### config.mk
export PLATFORM = sky130hd
export DESIGN_NAME = count_bcd_display
export DESIGN_NICKNAME = d
export VERILOG_FILES = /design/src/rtl/count_bcd_display.sv
export SDC_FILE = /design/constraint.sdc
export NUM_CORES = 1
export LEC_CHECK = 0
export CAP_MARGIN = 15
export CORE_MARGIN = 1.5
export CORE_UTILIZATION = 50
export CTS_CLUSTER_DIAMETER = 50
export DETAILED_ROUTE_END_ITERATION = 8
export MAX_ROUTING_LAYER = met4
export PLACE_DENSITY = 0.76
export SKIP_CTS_REPAIR_TIMING = 1
export SLEW_MARGIN = 20
export SYNTH_ARGS = -nofsm -noshare
export SYNTH_HDL_FRONTEND = slang
export SYNTH_SLANG_ARGS = --single-unit
### constraint.sdc
create_clock -name clk -period 2 [get_ports clk]
set_input_delay 0.3 -clock clk [delete_from_list [all_inputs] [get_ports clk]]
set_output_delay 0.3 -clock clk [all_outputs]
set_load 0.1 [all_outputs]
### src/rtl/count_bcd_display.sv
// Binary-to-BCD converter (sequential double-dabble) driving a multiplexed 7-segment display.
// Latency: WIDTH+1 enabled edges from accepted start to done/bcd_out; seg/dig_sel are combinational.
// Backpressure: start is ignored while busy; ena=0 freezes all state and blanks the display.
module count_bcd_display #(
  parameter int WIDTH    = 10,
  parameter int DIGITS   = 4,
  parameter int SCAN_DIV = 1024,
  parameter int BLANK_LZ = 1
) (
  input  logic                  clk,
  input  logic                  rst_n,
  input  logic                  ena,
  input  logic [WIDTH-1:0]      bin_in,
  input  logic                  start,
  output logic                  busy,
  output logic                  done,
  output logic [4*DIGITS-1:0]   bcd_out,
  output logic [6:0]            seg,
  output logic [DIGITS-1:0]     dig_sel
);

  localparam int CW  = $clog2(WIDTH + 1);
  localparam int PW  = $clog2(SCAN_DIV);
  localparam int IW  = (DIGITS > 1) ? $clog2(DIGITS) : 1;
  localparam int SCR = 4 * DIGITS;
  localparam int SW  = SCR + WIDTH;

  localparam logic [CW-1:0] CNT_LAST = CW'(WIDTH - 1);
  localparam logic [PW-1:0] PSC_LAST = PW'(SCAN_DIV - 1);
  localparam logic [IW-1:0] IDX_LAST = IW'(DIGITS - 1);

  typedef enum logic {S_IDLE, S_CONV} state_t;

  state_t            state_q, state_d;
  logic [CW-1:0]     cnt_q, cnt_d;
  logic [SW-1:0]     sh_q, sh_d;
  logic [SCR-1:0]    bcd_q, bcd_d;
  logic              done_q, done_d;
  logic [PW-1:0]     psc_q, psc_d;
  logic [IW-1:0]     idx_q, idx_d;
  logic [SW-1:0]     sh_adj;
  logic [SW-1:0]     sh_step;
  logic [DIGITS-1:0] blank;
  logic [3:0]        cur_dig;

  function automatic logic [6:0] seg7(input logic [3:0] d);
    case (d)
      4'd0:    seg7 = 7'h3F;
      4'd1:    seg7 = 7'h06;
      4'd2:    seg7 = 7'h5B;
      4'd3:    seg7 = 7'h4F;
      4'd4:    seg7 = 7'h66;
      4'd5:    seg7 = 7'h6D;
      4'd6:    seg7 = 7'h7D;
      4'd7:    seg7 = 7'h07;
      4'd8:    seg7 = 7'h7F;
      4'd9:    seg7 = 7'h6F;
      default: seg7 = 7'h00;
    endcase
  endfunction

  // One double-dabble iteration: add 3 to each scratch digit >= 5, then shift left.
  always_comb begin
    sh_adj = sh_q;
    for (int k = 0; k < DIGITS; k++) begin
      if (sh_q[WIDTH + 4*k +: 4] >= 4'd5)
        sh_adj[WIDTH + 4*k +: 4] = sh_q[WIDTH + 4*k +: 4] + 4'd3;
    end
    sh_step = {sh_adj[SW-2:0], 1'b0};
  end

  // Conversion FSM next state; nothing advances while ena is low.
  always_comb begin
    state_d = state_q;
    cnt_d   = cnt_q;
    sh_d    = sh_q;
    bcd_d   = bcd_q;
    done_d  = 1'b0;
    if (ena) begin
      case (state_q)
        S_IDLE: begin
          if (start) begin
            state_d = S_CONV;
            cnt_d   = '0;
            sh_d    = {{SCR{1'b0}}, bin_in};
          end
        end
        S_CONV: begin
          sh_d  = sh_step;
          cnt_d = cnt_q + CW'(1);
          if (cnt_q == CNT_LAST) begin
            state_d = S_IDLE;
            bcd_d   = sh_step[SW-1 -: SCR];
            done_d  = 1'b1;
          end
        end
        default: state_d = S_IDLE;
      endcase
    end
  end

  // Conversion state registers; reset aborts any conversion and clears the result.
  always_ff @(posedge clk or negedge rst_n) begin
    if (!rst_n) begin
      state_q <= S_IDLE;
      cnt_q   <= '0;
      sh_q    <= '0;
      bcd_q   <= '0;
      done_q  <= 1'b0;
    end else begin
      state_q <= state_d;
      cnt_q   <= cnt_d;
      sh_q    <= sh_d;
      bcd_q   <= bcd_d;
      done_q  <= done_d;
    end
  end

  // Scan prescaler and digit index next state; both hold while ena is low.
  always_comb begin
    psc_d = psc_q;
    idx_d = idx_q;
    if (ena) begin
      if (psc_q == PSC_LAST) begin
        psc_d = '0;
        idx_d = (idx_q == IDX_LAST) ? '0 : idx_q + IW'(1);
      end else begin
        psc_d = psc_q + PW'(1);
      end
    end
  end

  // Scan position registers.
  always_ff @(posedge clk or negedge rst_n) begin
    if (!rst_n) begin
      psc_q <= '0;
      idx_q <= '0;
    end else begin
      psc_q <= psc_d;
      idx_q <= idx_d;
    end
  end

  // Leading-zero mask: digit k>0 is blank when it and every higher digit is zero.
  always_comb begin
    logic hi_zero;
    hi_zero = 1'b1;
    blank   = '0;
    for (int k = DIGITS - 1; k >= 0; k--) begin
      hi_zero  = hi_zero && (bcd_q[4*k +: 4] == 4'd0);
      blank[k] = (BLANK_LZ != 0) && (k != 0) && hi_zero;
    end
  end

  // Display drive from the registered result and current scan position.
  always_comb begin
    cur_dig = bcd_q[{idx_q, 2'b00} +: 4];
    dig_sel = '0;
    seg     = 7'h00;
    if (ena) begin
      dig_sel = DIGITS'(1) << idx_q;
      seg     = blank[idx_q] ? 7'h00 : seg7(cur_dig);
    end
  end

  assign busy    = (state_q == S_CONV);
  assign done    = done_q & ena;
  assign bcd_out = bcd_q;

endmodule

== After elaboration in Yosys (flattened, before gate mapping) ==
Memory sizes are Yosys's and may differ from the RTL's.
Index checks and enable logic that the tools add are counted.
Storage, ports and cells
  bits in read-only memories: 112
  bits in registers: 60
  input bits: 14
  logic and storage cells: 57
  memories kept: 1
Operators by class
  shifts and indexed selects: 2
  reduce and logical (&&, ||, !) cells: 8
  muxes and demuxes: 21
  bitwise gates (word level): 2
  eq/ne operators: 4
  $lt $le $gt $ge: 5
  $add $sub $neg: 7
Memory list
  (name not given): depth 16, bits a word 7, read ports 1, clocked after memory_dff 0, write ports 0, line 47  | case (d)
Operators with widths (count)
  $pmux W26 S2: 1
  $mux W26: 1
  $mux W4: 5
  $ge A4 B3 Y1 const B: 4
  $shiftx A16 B5 Y4: 1
  $mux W7: 2
  $add A4 B2 Y4 const B: 3
  $logic_not A4 Y1: 3
  $add A10 B1 Y10 const B: 1
  $eq A10 B10 Y1 const B: 1
  $mux W10: 1
  $pmux W4 S2: 1
  $mux W1: 6
  $add A4 B1 Y4 const B: 1
  $eq A4 B4 Y1 const B: 1
  $reduce_and A2 Y1: 2
  $shl A1 B2 Y4 const A: 1
  $add A3 B2 Y3 const B: 1
  $lt A2 B3 Y1 const B: 1
  $mux W3: 1
  $reduce_and A3 Y1: 1
  $add A2 B1 Y2 const B: 1
  $bmux W1 S2: 1
  $eq A2 B2 Y1 const B: 1
  other kinds (6): 7

== Depth between registers and ports, before layout ==
  word-level depth: 7
  gate-level depth with buffers: 9

== Worst setup path before layout ==
Ideal clock, no wire load.
  path type: reg2out
  start point: register bcd_q[4] (netlist: bcd_out[4])
  end point: output port seg[5]
  cell stages (with the launch flop): 6
  buffers on the path: 0
  arrival: 4.105 ns
  slack: -2.405 ns
  cell sequence: dfrtp_1 mux4_1 inv_1 ha_1 nor2_1 o32ai_1
Between the ends
  word-level cells in the longest chain between the ends: 6
  elaborated cells between the ends (all ways): 8
Ends and longest elaborated chain
  start: declaration: line 37  | logic [SCR-1:0] bcd_q, bcd_d;
  start signal: assignment: line 108  | bcd_q <= '0;
  start signal: assignment: line 114  | bcd_q <= bcd_d;
  branches (longest 4 deep; another with $mem_v2 Z16 W7)
  $mux W7 *: line 162  | seg = blank[idx_q] ? 7'h00 : seg7(cur_dig);
  $mux W7 *: line 160  | if (ena) begin
  end: declaration: line 18  | output logic [6:0] seg,
Mark *: on every way between the ends. The select of a mux whose other input is x is not followed.

== Worst setup path after layout ==
  start point: register idx_q[0]
  end point: output port seg[5]
Between the ends
  word-level cells in the longest chain between the ends: 4
  elaborated cells between the ends (all ways): 6
Ends and longest elaborated chain
  start: declaration: line 40  | logic [IW-1:0] idx_q, idx_d;
  start signal: assignment: line 140  | idx_q <= idx_d;
  $shiftx A16 B5 Y4 or $bmux W1 S2 (tied branches): line 157, 162
  $mem_v2 Z16 W7 or $mux W1 (tied branches)
  $mux W7 *: line 162
  $mux W7 *: line 160
Mark *: on every way between the ends. The rest lies on a longest branch, timed or not. The select of a mux whose other input is x is not followed.

==> metrics.md <==
| Metric | Value |
|---|---|
| DRT iter0 DRCs | `175` |
| Final Cycle Share | `1.26` |
| Area taken by multi-input logic gates | `1760 um2` |
| Later-pin clock latency in the skew report | `about 350 ps` |
| Final Setup Violations | `7` |
| Initial antenna violation count | `0` |
| Failing checks | `setup timing` |
| CTS tree | `yes` |
| Routed wire length per instance | `approximately 15 um` |
| IO buf count | `42` |
| Busiest grt layer | `met2` |
| Worst Setup Slack, final | `-523 ps` |
| Prevailing post-synth register cell | `dfrtp_1` |
| CP arrival | `~2200 ps` |
| CP max stage delay | `between 500 and 600 ps` |
| RSZ-0062 raised after global routing | `yes` |
| Met3 GRT Util | `0.0437` |
| DRT Wirelength | `between 7000 and 8000 um` |
| # rows | `29` |
| CP Class | `flip-flop to primary output` |
| Worst Path Required | `1700 ps` |
| # Max-Cap Violations | `0` |
| Post-synth EDFFs | `0` |
| Drt first pass iters | `4` |
| Met1 global-route usage | `0.295` |
| RePlAce Congestion | `between 0.8 and 0.9` |
| Worst-path cell chain | `buf_6 -> mux4_2 -> a21o_4 -> o32ai_4 -> buf_12` |
| Relative slew slack | `0.694` |
| DRT antenna net count | `0` |
| CTS sink count | `60` |
| Inst Count DP | `468` |
| Non-Filler Instances | `~490` |
| Core area | `approximately 6300 um2` |
| Max VDD drop | `approximately 1.6 mV` |
| Post-synthesis cell type count | `44` |
| Total congestion overflow | `0` |
| Vias in the first global route | `between 2000 and 3000` |
| Initial Util | `0.514` |
| CP endpoint kind | `primary output` |
| Net count, final | `438` |
| CP Launch Type | `flip-flop` |
| CP max-delay cell | `mux4_2` |
| Setup Skew | `roughly 12 ps` |
| Power Density | `between 1500 and 2000 nW/um2` |
| Synth Net Count | `approximately 350` |
| Tmin final | `approximately 2500 ps` |
| Final core utilization | `0.730` |
| Die Y | `roughly 83 um` |
| Leakage | `around 2.1 nW` |
| Final Max Tran Viols | `0` |
| Seq/Total Area, Yosys | `0.466` |
| Via density | `around 5.5` |
| FILL cells | `about 410` |
| Final Hold Vio Count | `0` |
| # IOs | `43` |
| # DRC | `0` |
| Gr usage total | `0.232` |
| Die X | `approximately 83 um` |
| Total power | `8.36 mW` |
| Layout area overhead | `42.1%` |
| Yosys reg bits | `60` |
| Top Family by Delay on Critical Path | `compound AO/OA/AOI/OAI gates` |
| Synthesized instance count | `319` |
| H-tree depth | `3` |
| DP HPWL | `5380 um` |
| Status | `finished with violations` |
| Crit path buffers/inverters | `2` |
| Antenna fix cells | `0` |
| Mapped Area | `roughly 3200 um2` |
| Clock transition at path regs | `70 ps` |
| Avg Cell Area, Syn | `10.1 um2` |
| Reg area | `between 1500 and 2000 um2` |
| Crit path max fanout | `6` |
| Reg2reg setup slack | `roughly 310 ps` |
| Num CTS Buffers | `9` |
| Ys Warns | `0` |
| Via count | `between 2000 and 3000` |
| Clock Tree Buf Depth | `2` |
| Min-delay worst type | `input port to async pin` |
| M2 GR Usage | `0.364` |
| Full die area | `around 6900 um2` |
| First-pass GRT wire length | `approximately 12000 um` |
| Pin count of the biggest net entering global routing | `a little over 60` |
| Async SR Flop Fraction | `1.00` |
| Layout cell share with drive strength beyond 1 | `0.367` |
| Fmax | `396 MHz` |
| Worst slew pin tran | `between 400 and 500 ps` |
| Clk root buf | `clkbuf_8` |
## final timing paths
path | start | to | cells after the start
setup / recovery | idx_q[0] | seg[5] | 5
hold / removal | rst_n | psc_q[4] | 3
setup reg to reg | sh_q[22] | bcd_out[14] | 6
hold reg to reg | psc_q[8] | psc_q[8] | 1
max in group asynchronous | rst_n | bcd_out[15] | 3
min in group clk | psc_q[8] | psc_q[8] | 1
## flip-flops by register name, indices dropped and copies added (netlist names)
| name | flops |
|---|---|
| bcd_out | 16 |
| psc_q | 10 |
| sh_q | 26 |
| done_q | 1 |
| cnt_q | 4 |
| busy | 1 |
| idx_q | 2 |
## worst reg2reg max path, stage by stage, from the launching register on
cell and delay, ps:
dfrtp_1 420, inv_1 70, ha_1 210, nand2b_1 80
a21oi_1 250, mux2_2 390, o21ai_0 180
## per-layer routing
| layer | part of all wire | routed length, um |
|---|---|---|
| met1 | 0.44 | 3300 |
| met3 | 0.037 | 277 |
| met4 | 0.022 | 167 |
| met2 | 0.50 | 3760 |
| met5 | 0 | 0 |
## cells in the mapped netlist, types with 5 or more instances
library cell | count | area, um2
a21oi_1 | 10 | 50.1
a22o_1 | 7 | 61.3
and2_1 | 7 | 43.8
clkbuf_1 | 7 | 26.3
dfrtp_1 | 60 | 1500
ha_1 | 20 | 250
inv_1 | 17 | 63.8
mux2_2 | 10 | 113
mux2i_1 | 11 | 110
nand2_1 | 39 | 146
nand2b_1 | 5 | 31.3
nand3_1 | 6 | 30.0
nor2_1 | 16 | 60.1
o21ai_0 | 40 | 200
o32ai_1 | 5 | 43.8
xnor2_1 | 12 | 105
## kinds of logic (layout without fill, tap and decap cells)
kind of cell,after synthesis,in the layout,share of synthesized area
flip-flops,60,60,0.466
buffers and inverters,31,121,0.0415
multiplexers,25,25,0.0982
AND/OR/NAND/NOR,98,98,0.150
adder cells (fa/ha/maj),20,20,0.0776
AO/OA/AOI/OAI,72,72,0.132
XOR/XNOR,13,13,0.0353
## placed cells by master, fill, tap and decap left out, types with 3 or more instances in the layout
cell type        Yosys  layout
buf_4                2      55
dfrtp_1             60      42
nand2_1             39      39
o21ai_0             40      38
ha_1                20      17
buf_12               0      16
nor2_1              16      15
inv_1               17      13
xnor2_1             12      12
clkdlybuf4s50_1      0      12
mux2i_1             11      11
mux2_2              10      10
clkbuf_8             0      10
dfrtp_2              0       9
dfrtp_4              0       9
a21oi_1             10       8
a22o_1               7       7
and2_1               7       6
nand3_1              6       5
o32ai_4              0       5
nand2b_1             5       5
mux4_2               3       4
inv_2                1       4
nor3_1               4       4
or3b_2               4       4
a31oi_1              4       4
nand4_1              3       3
nor3b_1              3       3
clkinv_2             0       3
## through the flow
stage                     area, um2  hold slack, ps  setup slack, ps  TNS [ps]
after floorplan                3410            4.41             -669     -4350
final                          4580             477             -523     -3520
after detailed placement       4310             332             -284     -1920
after CTS                      4530           -35.5             -671     -4550
after global routing           4580             499             -591     -4020
after global placement         4310             328             -236     -1560
## power by group
group	switching [mW]	internal [mW]
Sequential	0.427	1.74
Clock	0.475	0.729
Combinational	3.12	1.87
Total	4.02	4.34
## area by class of cell
| cell class | instances | area share |
|---|---|---|
| Clock buffer | 11 | 0.0309 |
| Clock inverter | 5 | 0.0164 |
| Inverter | 18 | 0.0153 |
| Multi-Input combinational cell | 228 | 0.384 |
| Sequential cell | 60 | 0.338 |
| Tap cell | 77 | 0.0210 |
| Timing Repair Buffer | 87 | 0.194 |
Power figures use the tool's default switching activity.
